<file path="src/rtl/seg7_pkg.sv">
// seg7_pkg: shared definitions for the 7-segment scan driver.
//   seg_t               - 7-bit segment vector, bit 0 = a .. bit 6 = g
//   DEFAULT_REFRESH_DIV - clk cycles each digit stays enabled by default
//   SEG_BLANK           - all segments off (active-high)
//   HEX_SEG_TABLE       - hex digit to active-high gfedcba pattern, index = nibble
package seg7_pkg;

  typedef logic [6:0] seg_t;

  localparam int   DEFAULT_REFRESH_DIV = 50000;
  localparam seg_t SEG_BLANK           = 7'b000_0000;

  // Entry 0 is the rightmost element: 0 1 2 3 4 5 6 7 8 9 A b C d E F
  localparam seg_t [15:0] HEX_SEG_TABLE = {
    7'h71, 7'h79, 7'h5E, 7'h39, 7'h7C, 7'h77, 7'h6F, 7'h7F,
    7'h07, 7'h7D, 7'h6D, 7'h66, 7'h4F, 7'h5B, 7'h06, 7'h3F
  };

endpackage

</file>
<file path="src/rtl/seg7_scan_driver_if.sv">
// seg7_scan_driver_if: groups the value/load inputs and display outputs of the
// scan driver.
//   data_in, load, dp_in, blank_zeros - driven by the producer (master)
//   seg, dp, an, frame_done           - driven by the scan driver (slave)
interface seg7_scan_driver_if #(
  parameter int DATA_WIDTH = 16,
  parameter int DIGITS     = 4
) ();

  logic [DATA_WIDTH-1:0] data_in;
  logic                  load;
  logic [DIGITS-1:0]     dp_in;
  logic                  blank_zeros;
  logic [6:0]            seg;
  logic                  dp;
  logic [DIGITS-1:0]     an;
  logic                  frame_done;

  modport master (
    output data_in, load, dp_in, blank_zeros,
    input  seg, dp, an, frame_done
  );

  modport slave (
    input  data_in, load, dp_in, blank_zeros,
    output seg, dp, an, frame_done
  );

endinterface

</file>
<file path="src/rtl/hex_to_seg7.sv">
// hex_to_seg7: combinational hex nibble to 7-segment decode.
//   nibble_i - hex value 0..F
//   blank_i  - 1 forces all segments off
//   seg_o    - segments a..g (bit 0 = a), polarity set by ACTIVE_LOW
module hex_to_seg7
  import seg7_pkg::*;
#(
  parameter bit ACTIVE_LOW = 1'b1
) (
  input  logic [3:0] nibble_i,
  input  logic       blank_i,
  output seg_t       seg_o
);

  seg_t seg_high;

  always_comb begin
    seg_high = blank_i ? SEG_BLANK : HEX_SEG_TABLE[nibble_i];
    seg_o    = ACTIVE_LOW ? ~seg_high : seg_high;
  end

endmodule

</file>
<file path="src/rtl/seg7_scan_driver.sv">
// seg7_scan_driver: multiplexed common-anode 7-segment display driver.
//   clk   - system clock, rising edge
//   reset - synchronous active-high reset
//   bus   - slave side of seg7_scan_driver_if:
//           data_in/dp_in/load fill a holding register that reaches the
//           display only at frame boundaries; blank_zeros enables
//           leading-zero blanking; seg/dp/an/frame_done are registered.
module seg7_scan_driver
  import seg7_pkg::*;
#(
  parameter int DATA_WIDTH  = 16,
  parameter int DIGITS      = 4,
  parameter int REFRESH_DIV = DEFAULT_REFRESH_DIV,
  parameter bit ACTIVE_LOW  = 1'b1
) (
  input logic              clk,
  input logic              reset,
  seg7_scan_driver_if.slave bus
);

  localparam int PW = (REFRESH_DIV > 1) ? $clog2(REFRESH_DIV) : 1;
  localparam int IW = (DIGITS > 1) ? $clog2(DIGITS) : 1;
  localparam logic [PW-1:0]     PRESCALE_LAST = PW'(REFRESH_DIV - 1);
  localparam logic [IW-1:0]     INDEX_LAST    = IW'(DIGITS - 1);
  localparam logic [DIGITS-1:0] DIGIT0_HOT    = DIGITS'(1);
  localparam logic [DIGITS-1:0] AN_RESET      = ACTIVE_LOW ? ~DIGIT0_HOT : DIGIT0_HOT;
  localparam seg_t              SEG_RESET     = ACTIVE_LOW ? ~HEX_SEG_TABLE[0] : HEX_SEG_TABLE[0];
  localparam logic              DP_RESET      = ACTIVE_LOW;

  logic [PW-1:0]         prescale_q, prescale_d;
  logic [IW-1:0]         index_q, index_d;
  logic [DATA_WIDTH-1:0] hold_q, hold_d, disp_q, disp_d;
  logic [DIGITS-1:0]     hold_dp_q, hold_dp_d, disp_dp_q, disp_dp_d;
  logic                  pending_q, pending_d;
  logic [DIGITS-1:0]     an_q, an_d;
  seg_t                  seg_q, seg_d;
  logic                  dp_q, dp_d;
  logic                  frame_done_q, frame_done_d;

  logic tick;
  logic wrap;

  assign tick = (prescale_q == PRESCALE_LAST);
  assign wrap = tick && (index_q == INDEX_LAST);

  // Refresh prescaler and digit index.
  always_comb begin
    prescale_d = tick ? '0 : prescale_q + 1'b1;
    index_d    = index_q;
    if (tick) begin
      index_d = (index_q == INDEX_LAST) ? '0 : index_q + 1'b1;
    end
  end

  // Hold/display transfer. A load landing on the wrap edge goes straight to
  // the display register, so it is shown in the very next frame.
  always_comb begin
    hold_d    = hold_q;
    hold_dp_d = hold_dp_q;
    pending_d = pending_q;
    disp_d    = disp_q;
    disp_dp_d = disp_dp_q;
    if (wrap) begin
      if (bus.load) begin
        disp_d    = bus.data_in;
        disp_dp_d = bus.dp_in;
      end else if (pending_q) begin
        disp_d    = hold_q;
        disp_dp_d = hold_dp_q;
      end
      pending_d = 1'b0;
    end else if (bus.load) begin
      hold_d    = bus.data_in;
      hold_dp_d = bus.dp_in;
      pending_d = 1'b1;
    end
  end

  // zero_from[k] = every nibble at index >= k is zero.
  logic [DIGITS:1]   zero_from;
  logic [DIGITS-1:0] lead_blank;

  assign zero_from[DIGITS] = 1'b1;
  assign lead_blank[0]     = 1'b0;

  generate
    for (genvar gi = 1; gi < DIGITS; gi++) begin : g_lead
      assign zero_from[gi]  = zero_from[gi+1] && (disp_q[4*gi +: 4] == 4'h0);
      assign lead_blank[gi] = zero_from[gi];
    end
  endgenerate

  // Select the currently scanned digit.
  logic [DIGITS-1:0] an_hot;
  logic [3:0]        nibble_sel;
  logic              dp_sel;
  logic              blank_sel;

  always_comb begin
    an_hot     = '0;
    nibble_sel = 4'h0;
    dp_sel     = 1'b0;
    blank_sel  = 1'b0;
    for (int k = 0; k < DIGITS; k++) begin
      if (index_q == IW'(k)) begin
        an_hot[k]  = 1'b1;
        nibble_sel = disp_q[4*k +: 4];
        dp_sel     = disp_dp_q[k];
        blank_sel  = bus.blank_zeros && lead_blank[k];
      end
    end
  end

  hex_to_seg7 #(
    .ACTIVE_LOW (ACTIVE_LOW)
  ) u_decode (
    .nibble_i (nibble_sel),
    .blank_i  (blank_sel),
    .seg_o    (seg_d)
  );

  // an/seg/dp all derive from the same index_q and are registered together,
  // so enable and segment data never disagree.
  always_comb begin
    an_d         = ACTIVE_LOW ? ~an_hot : an_hot;
    dp_d         = ACTIVE_LOW ? ~dp_sel : dp_sel;
    frame_done_d = wrap;
  end

  always_ff @(posedge clk) begin
    if (reset) begin
      prescale_q   <= '0;
      index_q      <= '0;
      hold_q       <= '0;
      hold_dp_q    <= '0;
      pending_q    <= 1'b0;
      disp_q       <= '0;
      disp_dp_q    <= '0;
      an_q         <= AN_RESET;
      seg_q        <= SEG_RESET;
      dp_q         <= DP_RESET;
      frame_done_q <= 1'b0;
    end else begin
      prescale_q   <= prescale_d;
      index_q      <= index_d;
      hold_q       <= hold_d;
      hold_dp_q    <= hold_dp_d;
      pending_q    <= pending_d;
      disp_q       <= disp_d;
      disp_dp_q    <= disp_dp_d;
      an_q         <= an_d;
      seg_q        <= seg_d;
      dp_q         <= dp_d;
      frame_done_q <= frame_done_d;
    end
  end

  assign bus.an         = an_q;
  assign bus.seg        = seg_q;
  assign bus.dp         = dp_q;
  assign bus.frame_done = frame_done_q;

endmodule

</file>
<file path="src/flat_wrapper.sv">
// flat-port wrapper written by rule: the top's interface ports become plain ports
module seg7_scan_driver_flat import seg7_pkg::*;
#(
  parameter int DATA_WIDTH  = 16,
  parameter int DIGITS      = 4,
  parameter int REFRESH_DIV = DEFAULT_REFRESH_DIV,
  parameter bit ACTIVE_LOW  = 1'b1
)
  (clk, reset, bus_data_in, bus_load, bus_dp_in, bus_blank_zeros, bus_seg, bus_dp, bus_an, bus_frame_done);
  seg7_scan_driver_if #(.DATA_WIDTH(DATA_WIDTH), .DIGITS(DIGITS)) bus_i ();
  input logic clk;
  input logic reset;
  input wire logic [$bits(bus_i.data_in)-1:0] bus_data_in;
  input wire logic [$bits(bus_i.load)-1:0] bus_load;
  input wire logic [$bits(bus_i.dp_in)-1:0] bus_dp_in;
  input wire logic [$bits(bus_i.blank_zeros)-1:0] bus_blank_zeros;
  output wire logic [$bits(bus_i.seg)-1:0] bus_seg;
  output wire logic [$bits(bus_i.dp)-1:0] bus_dp;
  output wire logic [$bits(bus_i.an)-1:0] bus_an;
  output wire logic [$bits(bus_i.frame_done)-1:0] bus_frame_done;
  assign bus_i.data_in = bus_data_in;
  assign bus_i.load = bus_load;
  assign bus_i.dp_in = bus_dp_in;
  assign bus_i.blank_zeros = bus_blank_zeros;
  assign bus_seg = bus_i.seg;
  assign bus_dp = bus_i.dp;
  assign bus_an = bus_i.an;
  assign bus_frame_done = bus_i.frame_done;
  seg7_scan_driver #(.DATA_WIDTH(DATA_WIDTH), .DIGITS(DIGITS), .REFRESH_DIV(REFRESH_DIV), .ACTIVE_LOW(ACTIVE_LOW)) u_core (.clk(clk), .reset(reset), .bus(bus_i));
endmodule
</file>
<file path="config.mk">
export PLATFORM = sky130hd
export DESIGN_NAME = seg7_scan_driver_flat
export DESIGN_NICKNAME = d
export VERILOG_FILES = /design/src/rtl/seg7_pkg.sv /design/src/rtl/seg7_scan_driver_if.sv /design/src/rtl/hex_to_seg7.sv /design/src/rtl/seg7_scan_driver.sv /design/src/flat_wrapper.sv
export SDC_FILE = /design/constraint.sdc
export NUM_CORES = 1
export LEC_CHECK = 0
export CORE_ASPECT_RATIO = 0.5
export CORE_MARGIN = 2
export CORE_UTILIZATION = 45
export DETAILED_ROUTE_END_ITERATION = 10
export DONT_BUFFER_PORTS = 1
export PLACE_DENSITY = 0.68
export SETUP_SLACK_MARGIN = 0.1
export SLEW_MARGIN = 0
export SYNTH_ARGS = -nofsm -noshare
export SYNTH_HDL_FRONTEND = slang
export SYNTH_SLANG_ARGS = --single-unit
</file>
<file path="constraint.sdc">
create_clock -name clk -period 3 [get_ports clk]
set_input_delay 0.6 -clock clk [delete_from_list [all_inputs] [get_ports clk]]
set_output_delay 0.6 -clock clk [all_outputs]
set_load 0.01 [all_outputs]
</file>
==> run summary, run 1 <==
Reg clk slew, reported paths -> 0.06 ns
CP cell instances -> ha_1, a211oi_1, a211oi_4, inv_1, ha_1, mux2i_1, a32oi_1, a21oi_1
slowest cell on the critical path -> ha_1
Worst Tran Pin Value -> 0.628 ns
Post-synth EDFFs -> 0
fmax -> 0.418 GHz
CTS tree -> done
power per cell area -> 590 nW/um^2
post-synthesis sequential area ratio -> 41.4%
first-pass GRT wire length -> 11000 um
outcome -> completed
PortBufs -> 0
Async S/R FF share, synth -> 0%
Synth area leaders -> dfxtp_1 41%, mux2i_1 13%, a211oi_2 7.2%
final setup TNS -> 0 ns
Final Setup Violations -> 0
Final Non-Filler Cells -> 440
Cell variety after synth -> 50
die height -> 66.2 um
CP arrival -> 2.60 ns
most frequent cell after synthesis -> dfxtp_1
Syn Nets -> 383
Root Driver -> clkbuf_16
Clock Sinks -> 72
CP delay by family, top -> adder cells
wirelength, routed -> 6620 um
Die X -> 128 um
Core Region -> 7400 sq um
Post-DP Area -> 3490 sq um
Clock Latency Late Sink -> 0.33 ns
final max-slew violation count -> 0
share of cells above drive strength 1 -> 15.4%
period utilisation layout -> 79.7%
Total Routing Usage GR -> 17.1%
initial antenna violation count -> 0
FF+latch count, synth -> 72
drt wl/cell -> 15.0 um
reg-to-reg critical path endpoint -> u_core.bus.seg[1]
Avg Synthesized Cell Area -> 10.0 sq um
Area Growth Syn to Fin -> 9.74%
r2r worst-path depth -> 8
pre-CTS WS -> 0.626 ns
Period minus WS final -> 2.39 ns
Worst Path Class, Setup -> reg2reg
top cell type's share of synthesized area -> 41.4%
Hold WS -> 0.329 ns
router iterations before antenna repair -> 5
WP buf/inv -> 1
RSZ-0062 raised after global routing -> false
number of remaining DRC errors -> 0
post-CTS sizing -> 0
CTS max path bufs -> 2
final worst slack -> 0.609 ns
H-tree depth -> 3
min-delay src -> reset
Max Cap Viol -> 0
DR iter-0 viols -> 69
Mapped Cells -> 348
Comb pwr share -> 3.1%
# rows -> 22
Starting Density -> 47.0%
pin count of the biggest net entering global routing -> 58
Max stage delay on crit path -> 0.51 ns
total gr overflow -> 0
worst hold path cell count -> 1
critical path's most frequent cell -> ha_1
synth cell count leaders -> 72 x dfxtp_1, 60 x nor2_1, 44 x mux2i_1
post-route design area -> 3820 sq um
r2r setup slk -> 0.61 ns
synthesized area -> 3480 sq um
portion of total power attributed to sequential cells -> 43.8%
post-DP HPWL -> 4730 um
Fill cells -> 674
Startpoint Class -> flip-flop
Peak VDD IR -> 0.000245 V
synth warn -> 0
CP endpoint kind -> flip-flop
Final Skew -> 0.00612 ns
Synth area leader -> dfxtp_1
vias per inst -> 5.36
DIE AREA -> 8500 sq um
Slew HR -> 58.2%
Setup Buffers After CTS -> 0
Static Leakage -> 0.00144 uW
cell-internal power -> 1820 uW
TritonCTS Buffers -> 9
CTS Hold Buffers Added -> 0
Synth Flop Type -> dfxtp_1
Final ANT Viol Nets -> 0
Sw Ratio -> 19.3%
GPL Wtd Cong -> 0.941
Clock power frac -> 53.1%
vias in the first global route -> 2295
fin nets -> 375
Antenna Cells -> 0
placed cell count -> 425
Req. time, crit path -> 3.21 ns
io pins -> 37
vias -> 2359
Crit Path Max Fanout -> 15
FF-to-FF Start -> u_core.index_q[0]
final hold violations -> 0
hold worst-path end -> u_core.disp_q[9]
net switching power -> 434 uW
hold crit path type -> in2reg
==> per-stage QoR <==
| step | utilization [%] | total power [uW] |
|---|---|---|
| after floorplan | - | 1090 |
| after global placement | 47.1 | 1070 |
| after detailed placement | 47.1 | 1080 |
| after CTS | 51.6 | 2290 |
| after global routing | 51.6 | 2330 |
| final | 51.6 | 2250 |
==> worst max-delay path by stage <==
| stage | depth (start not counted) | to | from | slack, ns |
|---|---|---|---|---|
| global route | 8 | u_core.bus.seg[1] | u_core.index_q[0] | 0.40 |
| global placement | 8 | u_core.bus.seg[1] | u_core.index_q[0] | 0.77 |
| detailed placement | 7 | u_core.bus.seg[3] | u_core.index_q[0] | 0.63 |
| floorplan | 9 | u_core.bus.seg[0] | u_core.index_q[0] | 0.87 |
| finish | 8 | u_core.bus.seg[1] | u_core.index_q[0] | 0.61 |
| CTS | 7 | u_core.bus.seg[3] | u_core.index_q[0] | 0.62 |
==> sequential cells by signal, summed over array words and instances (netlist names) <==
| name | count |
|---|---|
| u_core.disp_dp_q | 4 |
| u_core.pending_q | 1 |
| u_core.disp_q | 16 |
| u_core.bus.dp | 1 |
| u_core.hold_dp_q | 4 |
| u_core.prescale_q | 16 |
| u_core.bus.an | 4 |
| u_core.bus.seg | 7 |
| u_core.bus.frame_done | 1 |
| u_core.hold_q | 16 |
| u_core.index_q | 2 |
==> kinds of logic after synthesis <==
family,count (synthesis),synth area share [%]
buffers and inverters,31,5.25
adders and majority gates,11,3.95
xor gates and xnor gates,12,3.02
AOI/OAI and AO/OA,56,15.0
and+or+nand+nor,121,18.3
muxes,45,13.1
DFF,72,41.4
==> cell type report <==
class / instances / area, sq um / area share (%)
clock inverter: 5 / 106 / 2.78
clock buffer: 10 / 229 / 5.99
tap: 96 / 120 / 3.14
sequential: 72 / 1440 / 37.7
timing repair buffer: 3 / 22.5 / 0.589
multi-input combinational: 245 / 1870 / 48.9
inverter: 9 / 33.8 / 0.884
==> metal layers <==
metal,track usage (%),wire (um)
met5,0,0
met4,5.22,61
met3,9.22,489
met2,28.1,2970
met1,19.4,3100
==> layout by cell type (no fill, tap or decap), drive strengths merged, types with 4 or more instances in the layout <==
master | netlist | final
dfxtp | 72 | 72
nor2 | 61 | 61
mux2i | 44 | 44
a211oi | 22 | 22
nand2 | 15 | 15
a21oi | 15 | 15
ha | 11 | 11
clkbuf | 10 | 10
inv | 9 | 9
o21ai | 7 | 7
nor3 | 7 | 7
xnor2 | 6 | 6
xor2 | 6 | 6
nand2b | 5 | 5
or3 | 5 | 5
nand3b | 4 | 4
nand3 | 4 | 4
nor3b | 4 | 4
==> power by group through the flow <==
stage | registers, uW | logic (uW) | clock network, uW
floorplan | 1010 | 81.6 | 0
global placement | 1010 | 67.2 | 0
detailed placement | 1010 | 69.4 | 0
CTS | 987 | 70.6 | 1230
global route | 989 | 77.9 | 1270
finish | 988 | 69.6 | 1200
Note: power is estimated with default switching activity, not from simulation.
==> run 2, diff against run 1 <==
PLACE_DENSITY = 0.7   (was 0.68)
clock period = 2.2 ns   (was 3 ns; I/O delays follow)
==> run 2 against run 1 <==
Effect of this change: clock skew increased by 0.00061 ns; power increased by 25%; setup slack got worse by 0.45 ns; largest cell class unchanged; die area unchanged; register-to-register slack got worse by 0.45 ns; worst hold slack got worse by 0.15 ns.
==> run summary, run 2 (synthesis gave the netlist of run 1 again) <==
# rows -> 22
Final ANT Viol Nets -> 0
die height -> 66.2 um
commonest non-fill, non-tap cell in the layout -> dfxtp_1
most frequent cells in the layout -> 70 x dfxtp_1, 60 x nor2_1, 44 x mux2i_1
final max-slew violation count -> 0
Sw Ratio -> 20.0%
net switching power -> 563 uW
number of remaining DRC errors -> 0
Antenna Cells -> 0
share of cells above drive strength 1 -> 24.0%
vias per inst -> 5.44
FF/Latch Area -> 1450 sq um
Max Cap Viol -> 0
DIE AREA -> 8500 sq um
CTS max path bufs -> 2
Starting Density -> 47.0%
Fill cells -> 621
post-route design area -> 4030 sq um
area of the multi-input gates -> 2000 sq um
total power -> 2820 uW
fin nets -> 388
met2 routed WL -> 3370 um
vias in the first global route -> 2395
first-pass GRT wire length -> 11400 um
router iterations before antenna repair -> 4
Root Driver -> clkbuf_16
outcome -> completed
RSZ-0062 raised after global routing -> true
CP endpoint kind -> flip-flop
CTS Hold Buffers Added -> 0
Period minus WS final -> 2.04 ns
Crit Path Max Fanout -> 6
Die X -> 128 um
placed cell count -> 430
Total Routing Usage GR -> 17.4%
biggest regs -> u_core.disp_q (16), u_core.hold_q (16), u_core.prescale_q (16)
Startpoint Class -> flip-flop
Area Growth Syn to Fin -> 15.6%
Final Setup Violations -> 0
cell-internal power -> 2250 uW
wirelength, routed -> 7000 um
vias -> 2471
Clock power frac -> 48.7%
Final Non-Filler Cells -> 454
initial antenna violation count -> 0
Reg clk slew, reported paths -> 0.06 ns
Req. time, crit path -> 2.40 ns
post-DP HPWL -> 4820 um
Final Skew -> 0.00673 ns
H-tree depth -> 3
DR iter-0 viols -> 159
fmax -> 0.490 GHz
metal3 WL -> 469 um
CP arrival -> 2.24 ns
period utilisation layout -> 92.8%
Peak VDD IR -> 0.000356 V
Clock Sinks -> 72
Post-DP Area -> 3550 sq um
hold crit path type -> in2reg
io pins -> 37
Clock Latency Late Sink -> 0.33 ns
pin count of the biggest net entering global routing -> 58
Core Region -> 7400 sq um
drt wl/cell -> 15.4 um
CTS tree -> done
TritonCTS Buffers -> 9
total gr overflow -> 0
Static Leakage -> 0.00151 uW
Worst Tran Pin Value -> 0.594 ns
portion of total power attributed to sequential cells -> 47.8%
final hold violations -> 0
met1 wire length -> 3110 um
Comb pwr share -> 3.5%
top layer in use -> met4
PortBufs -> 0
Hold WS -> 0.184 ns
Worst Path Class, Setup -> reg2reg
power per cell area -> 699 nW/um^2
Slew HR -> 60.4%
GPL Wtd Cong -> 0.867
run 2: cell types whose count changed in the layout (fill, tap and decap cells not counted), sizes merged:
cell / delta
buf: +12
bufinv: -2
clkbuf: +3
clkinv: +2
clkinvlp: -1
run 2: area by class of cell:
cell class	instances	share of cell area (%)
clock buffers	12	5.88
clock inverters	4	1.12
inverters	9	0.901
multi-input cells	245	49.6
flip-flops and latches	72	36.0
well taps	96	2.98
repair buffers	16	3.54
run 2: repair_timing:
| action | in CTS | in global routing |
|---|---|---|
| hold endpoints to repair | 0 | 0 |
| gates resized for setup | 9 | 22 |
| buffers inserted | 0 | 8 |
| setup endpoints to repair | 6 | 6 |
| pin swaps | 1 | 8 |
run 2: final timing paths:
kind / startpoint / endpoint / slack, ns / cells after the start
min: reset / u_core.disp_q[7] / 0.18 / 1
min reg2reg: u_core.prescale_q[0] / u_core.prescale_q[0] / 0.45 / 1
max: u_core.index_q[1] / u_core.bus.seg[0] / 0.16 / 8
max reg2reg: u_core.index_q[1] / u_core.bus.seg[0] / 0.16 / 8
run 2: metal layers:
metal | vias to the layer above | global-route usage, %
met5 | - | 0
met4 | 0 | 4.95
met3 | 7 | 7.69
met2 | 55 | 29.4
met1 | 1175 | 20.1
li1 | 1234 | -
run 2: power groups by stage:
stage / clock (uW) / sequential (uW) / combinational (uW)
2_1_floorplan: 0 / 1370 / 111
3_3_place_gp: 0 / 1370 / 94.7
3_5_place_dp: 0 / 1380 / 98.4
4_1_cts: 1410 / 1350 / 100
5_1_grt: 1460 / 1350 / 110
6_report: 1370 / 1350 / 98.6
run 2: metrics by stage:
stage / TNS, ns / util [%] / setup WS [ns]
2_1_floorplan: 0 / - / 0.130
3_3_place_gp: 0 / 48.0 / 0.101
3_5_place_dp: -0.0891 / 48.0 / -0.0860
4_1_cts: 0 / 52.0 / 0.111
5_1_grt: 0 / 54.4 / 0.0665
6_report: 0 / 54.4 / 0.158
run 2: critical path: stages (launching register included):
cell	delay [ns]
dfxtp_4	0.37
inv_4	0.07
ha_4	0.16
clkbuf_2	0.16
nand2_1	0.11
a311o_2	0.49
or3_1	0.37
o221ai_1	0.08
a21oi_1	0.09
